## src/rtl/sha2_pkg.sv

```systemverilog
`default_nettype none
// ============================================================================
// Module   : sha2_pkg
// Purpose  : Shared SHA-256/SHA-224 constants, FSM encoding and round helpers.
// Revision : 1.0 - initial release
// ============================================================================
package sha2_pkg;

   typedef enum logic [1:0] {
      ST_IDLE  = 2'd0,
      ST_ROUND = 2'd1,
      ST_FINAL = 2'd2,
      ST_HOLD  = 2'd3
   } state_t;

   localparam logic [1:0] IV_SEL_H      = 2'd0;
   localparam logic [1:0] IV_SEL_SHA256 = 2'd1;
   localparam logic [1:0] IV_SEL_SHA224 = 2'd2;

   localparam logic [255:0] IV_SHA256 = {
      32'h6a09e667, 32'hbb67ae85, 32'h3c6ef372, 32'ha54ff53a,
      32'h510e527f, 32'h9b05688c, 32'h1f83d9ab, 32'h5be0cd19};

   localparam logic [255:0] IV_SHA224 = {
      32'hc1059ed8, 32'h367cd507, 32'h3070dd17, 32'hf70e5939,
      32'hffc00b31, 32'h68581511, 32'h64f98fa7, 32'hbefa4fa4};

   localparam logic [31:0] K [0:63] = '{
      32'h428a2f98, 32'h71374491, 32'hb5c0fbcf, 32'he9b5dba5,
      32'h3956c25b, 32'h59f111f1, 32'h923f82a4, 32'hab1c5ed5,
      32'hd807aa98, 32'h12835b01, 32'h243185be, 32'h550c7dc3,
      32'h72be5d74, 32'h80deb1fe, 32'h9bdc06a7, 32'hc19bf174,
      32'he49b69c1, 32'hefbe4786, 32'h0fc19dc6, 32'h240ca1cc,
      32'h2de92c6f, 32'h4a7484aa, 32'h5cb0a9dc, 32'h76f988da,
      32'h983e5152, 32'ha831c66d, 32'hb00327c8, 32'hbf597fc7,
      32'hc6e00bf3, 32'hd5a79147, 32'h06ca6351, 32'h14292967,
      32'h27b70a85, 32'h2e1b2138, 32'h4d2c6dfc, 32'h53380d13,
      32'h650a7354, 32'h766a0abb, 32'h81c2c92e, 32'h92722c85,
      32'ha2bfe8a1, 32'ha81a664b, 32'hc24b8b70, 32'hc76c51a3,
      32'hd192e819, 32'hd6990624, 32'hf40e3585, 32'h106aa070,
      32'h19a4c116, 32'h1e376c08, 32'h2748774c, 32'h34b0bcb5,
      32'h391c0cb3, 32'h4ed8aa4a, 32'h5b9cca4f, 32'h682e6ff3,
      32'h748f82ee, 32'h78a5636f, 32'h84c87814, 32'h8cc70208,
      32'h90befffa, 32'ha4506ceb, 32'hbef9a3f7, 32'hc67178f2};

   function automatic logic [31:0] ror(input logic [31:0] x, input int n);
      return (x >> n) | (x << (32 - n));
   endfunction

   function automatic logic [31:0] S0(input logic [31:0] x);
      return ror(x, 2) ^ ror(x, 13) ^ ror(x, 22);
   endfunction

   function automatic logic [31:0] S1(input logic [31:0] x);
      return ror(x, 6) ^ ror(x, 11) ^ ror(x, 25);
   endfunction

   function automatic logic [31:0] s0(input logic [31:0] x);
      return ror(x, 7) ^ ror(x, 18) ^ (x >> 3);
   endfunction

   function automatic logic [31:0] s1(input logic [31:0] x);
      return ror(x, 17) ^ ror(x, 19) ^ (x >> 10);
   endfunction

   function automatic logic [31:0] ch(input logic [31:0] x, input logic [31:0] y,
                                      input logic [31:0] z);
      return (x & y) ^ (~x & z);
   endfunction

   function automatic logic [31:0] maj(input logic [31:0] x, input logic [31:0] y,
                                       input logic [31:0] z);
      return (x & y) ^ (x & z) ^ (y & z);
   endfunction

endpackage
`default_nettype wire

```

## src/rtl/sha2_round.sv

```systemverilog
`default_nettype none
// ============================================================================
// Module   : sha2_round
// Purpose  : One combinational SHA-2 round; state packed a..h with a at 255:224.
// Revision : 1.0 - initial release
// ============================================================================
module sha2_round
   import sha2_pkg::*;
(
   input  logic [255:0] st_in,
   input  logic [31:0]  k,
   input  logic [31:0]  w,
   output logic [255:0] st_out
);

   logic [31:0] a, b, c, d, e, f, g, h;
   logic [31:0] t1, t2;

   always_comb begin
      {a, b, c, d, e, f, g, h} = st_in;
      t1     = h + S1(e) + ch(e, f, g) + k + w;
      t2     = S0(a) + maj(a, b, c);
      st_out = {t1 + t2, a, b, c, d + t1, e, f, g};
   end

endmodule
`default_nettype wire

```

## src/rtl/sha2_compress_core.sv

```systemverilog
`default_nettype none
// ============================================================================
// Module   : sha2_compress_core
// Purpose  : SHA-256/224 compression, internal schedule, R rounds per clock.
// Revision : 1.0 - initial release
// ============================================================================
module sha2_compress_core
   import sha2_pkg::*;
#(
   parameter int ROUNDS_PER_CYCLE = 1
)(
   input  logic         clk,
   input  logic         reset,
   input  logic         in_valid,
   output logic         in_ready,
   input  logic [511:0] in_block,
   input  logic [255:0] in_h,
   input  logic [1:0]   in_iv_sel,
   output logic         out_valid,
   input  logic         out_ready,
   output logic [255:0] out_digest,
   output logic         busy
);

   localparam int         R      = ROUNDS_PER_CYCLE;
   localparam logic [6:0] R_STEP = 7'(R);

   state_t state, state_next;

   logic [6:0]   cnt;
   logic [6:0]   cnt_next;
   logic [255:0] base_h;
   logic [255:0] work;
   logic [255:0] digest_q;
   logic [255:0] sel_h;
   logic [255:0] fin_sum;
   logic [31:0]  win [0:15];
   logic [31:0]  ext [0:15+R];
   logic [R-1:0][31:0] k_vec;
   logic [R:0][255:0]  chain;
   logic         accept;

   // in_ready follows out_ready in HOLD so a new block can overlap the drain.
   assign in_ready   = reset & ((state == ST_IDLE) | ((state == ST_HOLD) & out_ready));
   assign accept     = in_valid & in_ready;
   assign out_valid  = (state == ST_HOLD);
   assign busy       = (state == ST_ROUND) | (state == ST_FINAL);
   assign out_digest = digest_q;
   assign cnt_next   = cnt + R_STEP;

   always_comb begin
      case (in_iv_sel)
         IV_SEL_SHA256: sel_h = IV_SHA256;
         IV_SEL_SHA224: sel_h = IV_SHA224;
         default:       sel_h = in_h;
      endcase
   end

   always_comb begin
      state_next = state;
      case (state)
         ST_IDLE:  if (accept) state_next = ST_ROUND;
         ST_ROUND: if (cnt_next == 7'd64) state_next = ST_FINAL;
         ST_FINAL: state_next = ST_HOLD;
         ST_HOLD:  if (out_ready) state_next = accept ? ST_ROUND : ST_IDLE;
         default:  state_next = ST_IDLE;
      endcase
   end

   always_ff @(posedge clk or negedge reset) begin
      if (!reset) state <= ST_IDLE;
      else        state <= state_next;
   end

   // Extended window: the 16 live words plus R freshly scheduled ones, so
   // later new words can depend on earlier new words within the same clock.
   always_comb begin
      for (int i = 0; i < 16 + R; i++) ext[i] = '0;
      for (int i = 0; i < 16; i++) ext[i] = win[i];
      for (int j = 0; j < R; j++)
         ext[16+j] = s1(ext[14+j]) + ext[9+j] + s0(ext[1+j]) + ext[j];
   end

   always_comb begin
      k_vec = '0;
      for (int j = 0; j < R; j++) k_vec[j] = K[cnt[5:0] + 6'(j)];
   end

   assign chain[0] = work;

   for (genvar gi = 0; gi < R; gi++) begin : g_round
      sha2_round u_round (
         .st_in  (chain[gi]),
         .k      (k_vec[gi]),
         .w      (win[gi]),
         .st_out (chain[gi+1])
      );
   end

   always_comb begin
      fin_sum = '0;
      for (int i = 0; i < 8; i++)
         fin_sum[i*32 +: 32] = base_h[i*32 +: 32] + work[i*32 +: 32];
   end

   always_ff @(posedge clk or negedge reset) begin
      if (!reset) begin
         cnt      <= '0;
         base_h   <= '0;
         work     <= '0;
         digest_q <= '0;
         for (int i = 0; i < 16; i++) win[i] <= '0;
      end else if (accept) begin
         cnt    <= '0;
         base_h <= sel_h;
         work   <= sel_h;
         for (int i = 0; i < 16; i++) win[i] <= in_block[511 - 32*i -: 32];
      end else if (state == ST_ROUND) begin
         cnt  <= cnt_next;
         work <= chain[R];
         for (int i = 0; i < 16; i++) win[i] <= ext[i+R];
      end else if (state == ST_FINAL) begin
         digest_q <= fin_sum;
      end
   end

endmodule
`default_nettype wire

```

## config.mk

```make
export PLATFORM = sky130hd
export DESIGN_NAME = sha2_compress_core
export DESIGN_NICKNAME = d
export VERILOG_FILES = /design/src/rtl/sha2_pkg.sv /design/src/rtl/sha2_round.sv /design/src/rtl/sha2_compress_core.sv
export SDC_FILE = /design/constraint.sdc
export NUM_CORES = 2
export LEC_CHECK = 0
export CORE_MARGIN = 2
export CORE_UTILIZATION = 52
export CTS_CLUSTER_DIAMETER = 150
export DETAILED_ROUTE_END_ITERATION = 12
export GPL_TIMING_DRIVEN = 0
export PLACE_DENSITY = 0.79
export SLEW_MARGIN = 10
export SYNTH_ARGS = -nofsm -noshare
export SYNTH_HDL_FRONTEND = slang
export SYNTH_SLANG_ARGS = --single-unit
```

## constraint.sdc

```tcl
create_clock -name clk -period 7.4 [get_ports clk]
set_input_delay 1.48 -clock clk [delete_from_list [all_inputs] [get_ports clk]]
set_output_delay 1.48 -clock clk [all_outputs]
set_load 0.01 [all_outputs]
```

==> results.py <==
metrics = {
    "clock_tree": {
        "cts_tree": "yes",
        "cts_max_level": 4,
        "clock_tree.buffer_depth": 3,
        "clk_root_buffer_cell": "clkbuf_16",
        "cts-hold-fix-buffers": 0,
        "clock-sinks": 1289,
        "clock_latency_ns": 0.84,
        "worst_setup_hold_path_clk_slew_ns": 0.07,
        "cts-buffers-inserted": 143,
    },
    "floorplanning": {
        "chipHeight_um": 401,
        "die_width_um": 401,
        "io_pins": 1033,
        "die_area_um2": 161000,
        "starting_utilization_of_the_core_area_pct": 52.4,
        "std_cell_rows": 145,
        "core_area_um2": 156000,
    },
    "synth": {
        "ys.warnings.count": 0,
        "synth_area_um2": 81800,
        "synthSimpleGateAreaFrac_pct": 10.7,
        "synth_edf_count": 0,
        "compound_gate_portion_of_the_synthesized_area_pct": 16.9,
        "ys_types": 85,
        "mux_cell_area_share_after_synthesis_pct": 11.5,
        "synthCells": 8708,
        "synth_fa_ha_area_share_pct": 10.9,
        "postSynthAreaPerCell_um2": 9.40,
        "synth_fp_nets": 10100,
        "synth_seq_cells": 1289,
        "synth_xor_xnor_area_share_pct": 5.82,
        "ys_async_sr_fraction_pct": 100,
        "largest_family_of_logic_cells_by_synthesized_area": "compound AO/OA/AOI/OAI gates",
        "synth_sequential_area_ratio_pct": 39.4,
        "postSynth.topFlopCell": "dfrtp_1",
    },
    "flow_run": {
        "maxCapViolations": 0,
    },
    "sta": {
        "post-route-period-util_pct": 102,
        "fmax_mhz": 132,
        "setup_viol_count_final": 3,
        "timing.max_slew.rel_slack_pct": 1.71,
        "timing_worst_slew_pin_value_ns": 1.47,
        "final-max-slew-violation-count": 0,
        "timing_hold_violations_final": 0,
        "postLayoutSetupSlackWorst_ns": -0.156,
        "finalWorstPathRequiredPeriod_ns": 7.56,
        "skew_ns": 0.0335,
        "grt_setup_unrepaired": "yes",
    },
    "worst_setup_path": {
        "critical_path.endpoint_type": "flip-flop",
        "crit_arrival_ns": 8.27,
        "critPathMaxStageDelay_ns": 0.60,
        "worst_path_most_repeated_cell": "a21o_1",
        "timing.critical_path.required_ns": 8.12,
        "path_class": "reg2reg",
        "timing.reg2reg.worst_path_depth": 30,
        "cp.depth": 30,
        "cp_slowest_cell": "fa_2",
        "cp-start-kind": "flip-flop",
        "crit_buf_inv": 5,
        "worstPathMaxFanout": 4,
        "worst_path_dominant_cell_family": "compound AO/OA/AOI/OAI gates",
    },
    "cells_and_area": {
        "final_cell_count_no_fill": 12200,
        "drive_above_1_share_pct": 8.98,
        "design_area_um2": 103000,
        "finish.net_count": 11300,
        "layout_area_growth_over_synthesis_pct": 25.3,
        "layout.filler_cells": 12300,
    },
    "run_status": {
        "failed_checks": "setup timing",
        "outcome": "finished with violations",
    },
    "drt": {
        "wire_per_inst_um": 33.3,
        "finalWirelength_um": 405000,
        "antenna_left": 0,
        "remaining_drc_errors": 0,
        "drtIter0Drc": 11200,
        "route.detailed.vias_per_inst": 6.51,
        "drt_first_pass_iters": 10,
        "vias": 79300,
    },
    "global_routing": {
        "overflow": 0,
        "globalRouteTotalUtil_pct": 49.3,
        "grt_pass1_wl_um": 564000,
        "via_count_of_the_first_global_routing_pass": 77900,
        "grt_max_degree": 172,
        "grt_antenna_before_repair": 46,
    },
    "placed_design": {
        "post-place-cells": 11800,
        "hpwl_detailed_um": 320000,
        "place.port_buffers": 1032,
        "detailed_place.area_um2": 95100,
        "routability_cong": 1.08,
    },
    "worst_hold_path": {
        "hold_path.class": "in2async",
    },
}
[path summary, 6_finish.rpt]
path | slack, ns | end | start
worst max-delay path | -0.16 | work[255] | cnt[1]
worst min register to register | 0.49 | out_digest[216] | out_digest[216]
worst min-delay path | 0.44 | out_digest[65] | reset
min in group clk | 0.49 | out_digest[216] | out_digest[216]
max in group asynchronous | 4.34 | ext[144] | reset
worst max register to register | -0.16 | work[255] | cnt[1]
[worst register-to-register path, delay by kind of cell, from the launching register on]
kind / cells / cell delay [ns]
compound gates: 16 / 3.39
xor+xnor: 3 / 0.58
fa+ha+maj: 4 / 1.62
buf+inv: 5 / 0.65
flops: 1 / 0.45
mux: 1 / 0.59
simple gates: 1 / 0.18
[cell usage in the layout (no fill, tap or decap), types with 43 or more instances in the layout]
cell type,instances
or3_1,43
xnor2_1,338
clkbuf_2,62
ha_1,368
mux2_2,194
nor2_1,641
a31oi_1,54
buf_4,78
a21o_1,225
clkbuf_1,395
clkbuf_16,147
a21oi_1,620
mux2i_1,700
inv_1,495
nand2b_1,51
nand3_1,121
nor2b_1,43
xor2_1,170
clkdlybuf4s50_1,1031
a211oi_1,64
dfrtp_1,1284
nor3_1,86
o21a_1,67
o21ai_0,850
nand2_1,840
fa_1,191
[metrics by stage]
step / utilization, % / hold slack [ns] / setup WS (ns) / setup TNS [ns]
2_1_floorplan: - / 0.450 / 0.0325 / 0
3_3_place_gp: 60.6 / 0.464 / -52.29 / -
3_5_place_dp: 60.9 / 0.469 / -3.01 / -342.27
4_1_cts: 65.1 / 0.427 / -0.0308 / -0.0424
5_1_grt: 65.6 / 0.450 / -0.259 / -1.30
6_report: 65.6 / 0.445 / -0.156 / -0.238
[cell families after synthesis]
family	Yosys count
compound gates	2318
xor+xnor	544
fa+ha+maj	596
buf+inv	1017
flops	1289
mux	904
simple gates	2040
[what timing repair did]
item,4_1_cts,5_1_grt
pin swaps,66,43
cloned,0,0
resized for setup,322,140
endpoints found under the setup margin,68,54
setup buffers,63,21
[final cells by class]
type	instances	area [um^2]	share of cell area (%)
Antenna cell	37	92.6	0.0903
Timing Repair Buffer	1129	11400	11.1
Clock inverter	54	801	0.781
Clock buffer	200	4130	4.02
Multi-Input combinational cell	6402	47200	46.0
Tap cell	2058	2570	2.51
Inverter	508	1930	1.88
Sequential cell	1289	32300	31.5
Buffer	502	2180	2.13
[registers in the layout, summed over array words and instances, names as in the netlist]
register	count
ext	512
out_digest	256
work	256
cnt	7
state	2
base_h	256
[synth_stat cells, types with 195 or more instances]
cell	number	area (um^2)
o21ai_0	882	4410
nand2_1	856	3210
ha_1	398	4980
clkbuf_1	464	1740
nor2_1	662	2480
mux2i_1	700	7010
dfrtp_1	1289	32300
inv_1	507	1900
a21o_1	225	1690
fa_1	195	3900
xnor2_1	361	3160
a21oi_1	644	3220
[per-layer routing]
| layer | up-vias | global-route usage (%) | share of wire [%] |
|---|---|---|---|
| li1 | 32800 | - | - |
| met3 | 1661 | 14.5 | 12 |
| met1 | 38600 | 58.9 | 35 |
| met2 | 6228 | 73.8 | 43 |
| met5 | - | 0 | 0.051 |
| met4 | 30 | 40.6 | 9.9 |
Power is not shown: default switching activity piles up to over one toggle a cycle in this logic, so the estimate is an artifact.
